==> src/rtl/mini_src_control.sv <==
// rtl/mini_src_control.sv - Mini SRC hardwired Moore control unit (fetch/execute sequencer)
// Optional retired-instruction counter enabled by macro INSTR_CNT_EN.
module mini_src_control #(
  parameter logic [4:0] ALU_ADD = 5'b00011,
  parameter logic [4:0] ALU_AND = 5'b00101,
  parameter logic [4:0] ALU_OR  = 5'b00110
) (
  input  logic        clk,
  input  logic        clr,
  input  logic [31:0] ir,
  input  logic        mem_rdy,
  output logic        Pout,
  output logic        MARen,
  output logic        IncPC,
  output logic        Read,
  output logic        Write,
  output logic        MDRen,
  output logic        MDROut,
  output logic        IRen,
  output logic        Gra,
  output logic        Grb,
  output logic        Rin,
  output logic        Rout,
  output logic        BAout,
  output logic        Yen,
  output logic        Cout,
  output logic        Zen,
  output logic        ZLOout,
  output logic [4:0]  alu_control,
  output logic        run,
  output logic [3:0]  state
`ifdef INSTR_CNT_EN
  ,
  output logic [31:0] instr_cnt
`endif
);

  typedef enum logic [3:0] {
    S_RST  = 4'd0,
    S_T0   = 4'd1,
    S_T1   = 4'd2,
    S_T2   = 4'd3,
    S_T3   = 4'd4,
    S_T4   = 4'd5,
    S_T5   = 4'd6,
    S_T6   = 4'd7,
    S_T7   = 4'd8,
    S_HALT = 4'd9
  } state_t;

  localparam logic [4:0] OP_LD   = 5'b00000;
  localparam logic [4:0] OP_LDI  = 5'b00001;
  localparam logic [4:0] OP_ST   = 5'b00010;
  localparam logic [4:0] OP_ADDI = 5'b01100;
  localparam logic [4:0] OP_ANDI = 5'b01101;
  localparam logic [4:0] OP_ORI  = 5'b01110;
  localparam logic [4:0] OP_HALT = 5'b11011;

  state_t state_q, state_d;

  logic [4:0] opcode;
  logic       is_ld, is_st, is_mem, is_imm, is_exec, is_halt;
  logic       unused_ir;

  assign opcode    = ir[31:27];
  assign unused_ir = ^ir[26:0];
  assign is_ld     = (opcode == OP_LD);
  assign is_st     = (opcode == OP_ST);
  assign is_mem    = is_ld | is_st;
  assign is_imm    = (opcode == OP_LDI) | (opcode == OP_ADDI) |
                     (opcode == OP_ANDI) | (opcode == OP_ORI);
  assign is_exec   = is_mem | is_imm;
  assign is_halt   = (opcode == OP_HALT);

  always_comb begin
    state_d     = state_q;
    Pout        = 1'b0;
    MARen       = 1'b0;
    IncPC       = 1'b0;
    Read        = 1'b0;
    Write       = 1'b0;
    MDRen       = 1'b0;
    MDROut      = 1'b0;
    IRen        = 1'b0;
    Gra         = 1'b0;
    Grb         = 1'b0;
    Rin         = 1'b0;
    Rout        = 1'b0;
    BAout       = 1'b0;
    Yen         = 1'b0;
    Cout        = 1'b0;
    Zen         = 1'b0;
    ZLOout      = 1'b0;
    alu_control = 5'b00000;
    run         = 1'b1;
    case (state_q)
      S_RST: begin
        run     = 1'b0;
        state_d = S_T0;
      end
      S_T0: begin
        Pout    = 1'b1;
        MARen   = 1'b1;
        IncPC   = 1'b1;
        state_d = S_T1;
      end
      S_T1: begin
        Read  = 1'b1;
        MDRen = 1'b1;
        if (mem_rdy) state_d = S_T2;
      end
      S_T2: begin
        MDROut  = 1'b1;
        IRen    = 1'b1;
        state_d = S_T3;
      end
      S_T3: begin
        if (is_halt) begin
          state_d = S_HALT;
        end else if (is_exec) begin
          Grb     = 1'b1;
          BAout   = 1'b1;
          Yen     = 1'b1;
          state_d = S_T4;
        end else begin
          state_d = S_T0;
        end
      end
      S_T4: begin
        Cout    = 1'b1;
        Zen     = 1'b1;
        state_d = S_T5;
        if (opcode == OP_ANDI)     alu_control = ALU_AND;
        else if (opcode == OP_ORI) alu_control = ALU_OR;
        else                       alu_control = ALU_ADD;
      end
      S_T5: begin
        ZLOout = 1'b1;
        if (is_mem) begin
          MARen   = 1'b1;
          state_d = S_T6;
        end else begin
          Gra     = 1'b1;
          Rin     = 1'b1;
          state_d = S_T0;
        end
      end
      // Only ld/st reach T6/T7; anything that is not st follows the ld path.
      S_T6: begin
        MDRen = 1'b1;
        if (is_st) begin
          Gra     = 1'b1;
          Rout    = 1'b1;
          state_d = S_T7;
        end else begin
          Read = 1'b1;
          if (mem_rdy) state_d = S_T7;
        end
      end
      S_T7: begin
        if (is_st) begin
          Write = 1'b1;
          if (mem_rdy) state_d = S_T0;
        end else begin
          MDROut  = 1'b1;
          Gra     = 1'b1;
          Rin     = 1'b1;
          state_d = S_T0;
        end
      end
      S_HALT: begin
        run = 1'b0;
      end
      default: begin
        run     = 1'b0;
        state_d = S_RST;
      end
    endcase
  end

  assign state = state_q;

`ifdef INSTR_CNT_EN
  logic [31:0] cnt_q, cnt_d;
  logic        retire;

  assign retire = (state_d == S_T0) &&
                  ((state_q == S_T3) || (state_q == S_T5) || (state_q == S_T7));

  always_comb begin
    cnt_d = cnt_q;
    if (retire) cnt_d = cnt_q + 32'd1;
  end

  assign instr_cnt = cnt_q;
`endif

  always_ff @(posedge clk) begin
    if (!clr) begin
      state_q <= S_RST;
`ifdef INSTR_CNT_EN
      cnt_q   <= 32'd0;
`endif
    end else begin
      state_q <= state_d;
`ifdef INSTR_CNT_EN
      cnt_q   <= cnt_d;
`endif
    end
  end

endmodule

==> config.mk <==
export PLATFORM = sky130hd
export DESIGN_NAME = mini_src_control
export DESIGN_NICKNAME = d
export VERILOG_FILES = /design/src/rtl/mini_src_control.sv
export SDC_FILE = /design/constraint.sdc
export NUM_CORES = 1
export LEC_CHECK = 0
export BUFFER_PORTS_ARGS = -buffer_cell sky130_fd_sc_hd__buf_2
export CORE_UTILIZATION = 38
export DETAILED_ROUTE_END_ITERATION = 16
export PLACE_DENSITY = 0.85
export SYNTH_ARGS = -nofsm -noshare
export SYNTH_HDL_FRONTEND = slang
export SYNTH_SLANG_ARGS = --single-unit
==> constraint.sdc <==
create_clock -name clk -period 3.2 [get_ports clk]
set_input_delay 0.64 -clock clk [delete_from_list [all_inputs] [get_ports clk]]
set_output_delay 0.64 -clock clk [all_outputs]
set_load 0.1 [all_outputs]
==> impl_metrics.ini <==
[die]
dieWidth_um = 42.4
fp-row-count = 14
die_h_um = 42.4
die_area_um2 = 1800
core-area_um2 = 1510
start_util = 0.411
io_pins = 62

[clock_network]
cts_tree = built
clkSinkCount = 4
clk_path_buf_depth = 2
cts_buffers = 3
ctsResizeCount = 0
post_cts_buffers = 0
cts.htree.levels = 1
cts_hold_buf = 0
clock_latency_ns = 0.23
path_clk_slew_ns = 0.04
root_buffer = clkbuf_4

[setup_path]
criticalPathCategory = primary input to output pin
worstSetupEndpointType = output pin
required_ns = 2.56
crit_arrival_ns = 2.20
critPathMaxFanout = 8
start_kind = primary input

[drt]
ant_nets = 0
viasPerCell = 5.59
first_pass_iters = 4
drt_iter0_markers = 17
wl_um = 1640
vias = 715
drc = 0
wire_per_inst_um = 12.8

[yosys]
synth-seq-area-share = 0.129
synth_async_sr_flop_share = 0
yosysMostFrequentCell = nor2_1
synth-edff-count = 0
ys_top_cells_by_area = dfxtp_1, buf_4, nor2_1, nand2_1, a31oi_1
synth_top_cell_area_share = 0.129
avgSynthCellArea_um2 = 7.12
synth-seq-cells = 4
yosysTopAreaCell = dfxtp_1
synthesis.area_um2 = 619
yosys-top-cells-count = nor2_1, nand2_1, buf_4
ys_warn_count = 0
synthCells = 87
synth_ff_type = dfxtp_1
ys_types = 41

[grt]
grt_pass1_wl_um = 2460
grt_antenna_before_repair = 0
gr-total-overflow = 0
grtUsageTotal = 0.175
grt_max_degree = 19
grt_pass1_vias = 598

[power]
total_power_uw = 500
power_density_nw_per_um2 = 603
p_leak_nw = 0.388
irDropWorstVdd_v = 0.000263

[sta]
fin_crit_ns = 2.84
hold_violations = 0
max_freq_mhz = 352
fin_skew_ns = 0.00247
rsz0062_at_grt = no
setup_viol = 0
timing.final.crit_share = 0.887
layout_setup_ws_ns = 0.362
maxSlewViolCount = 0

[finish]
nets = 149
num_antenna_cells = 0
area_delta_synth_final_pct = 33.7
fin_util = 0.550
stdcell_count = 128
largest_reg_flops = 4
nFillCells = 147
drive_gt1_frac = 0.545

[placement]
port_buffers = 32
placed_cells = 125
gp_congestion = 0.811
dp_hpwl_um = 1280
place_ws_ns = 0.363

[hold_path]
hold_path.class = flop to flop

[flow_run]
drv_cap = 0

[status]
status = finished, final reports clean
## kinds of logic after synthesis
| group | synth area share |
|---|---|
| XOR/XNOR | 0.0424 |
| flip-flops | 0.129 |
| buffers and inverters | 0.139 |
| AO/OA/AOI/OAI | 0.295 |
| AND/OR/NAND/NOR | 0.388 |
| other | 0.00605 |
## worst max-delay path: stages
cell and delay, ns:
buf_2 0.15, nor4_4 0.41, nand2_2 0.23, nor3_4 0.20, o21bai_2 0.13, buf_2 0.43
## worst paths after layout
path	start	to	slack, ns	cells past startpoint
setup reg to reg	state[3]	state[2]	1.65	4
setup / recovery	ir[27]	Gra	0.36	6
hold reg to reg	state[2]	state[3]	0.61	2
hold / removal	state[2]	state[3]	0.61	2
## stage by stage
step	instance area (µm²)	setup TNS [ns]	hold slack (ns)
2_1_floorplan	697	-0.705	0.769
3_3_place_gp	806	0	0.589
3_5_place_dp	806	0	0.607
4_1_cts	828	0	0.613
5_1_grt	828	0	0.638
6_report	828	0	0.611
## report_power, final
part / internal, mW / switching (mW)
clock network: 0.0419 / 0.0192
registers: 0.0580 / 0.0242
logic: 0.0640 / 0.292
total: 0.164 / 0.336
## cell type report
class	count	area, µm²	share of cell area
timing repair buffer	32	160	0.193
multi-input combinational	68	518	0.625
clock buffer	3	22.5	0.0272
tap	16	20.0	0.0242
sequential	4	85.1	0.103
inverter	5	22.5	0.0272
## metal layers
layer	vias up	GRT usage	part of all wire
met4	0	0.0813	0.015
met2	28	0.280	0.50
met5	-	0	0
li1	359	-	-
met3	2	0.0431	0.050
met1	326	0.218	0.43
## layout by cell type (no fill, tap or decap), drive strengths merged, types with 2 or more instances in the layout
cell and n:
xor2 2, nand3b 2, nor2 10, nor3 5
o21ai 3, or3 2, buf 32, conb 2
o32ai 2, nor4 2, a31oi 4, inv 4
nand2b 4, a211o 2, nand3 2, a21oi 4
nand2 8, clkbuf 3, dfxtp 4
Power figures use the tool's default switching activity.
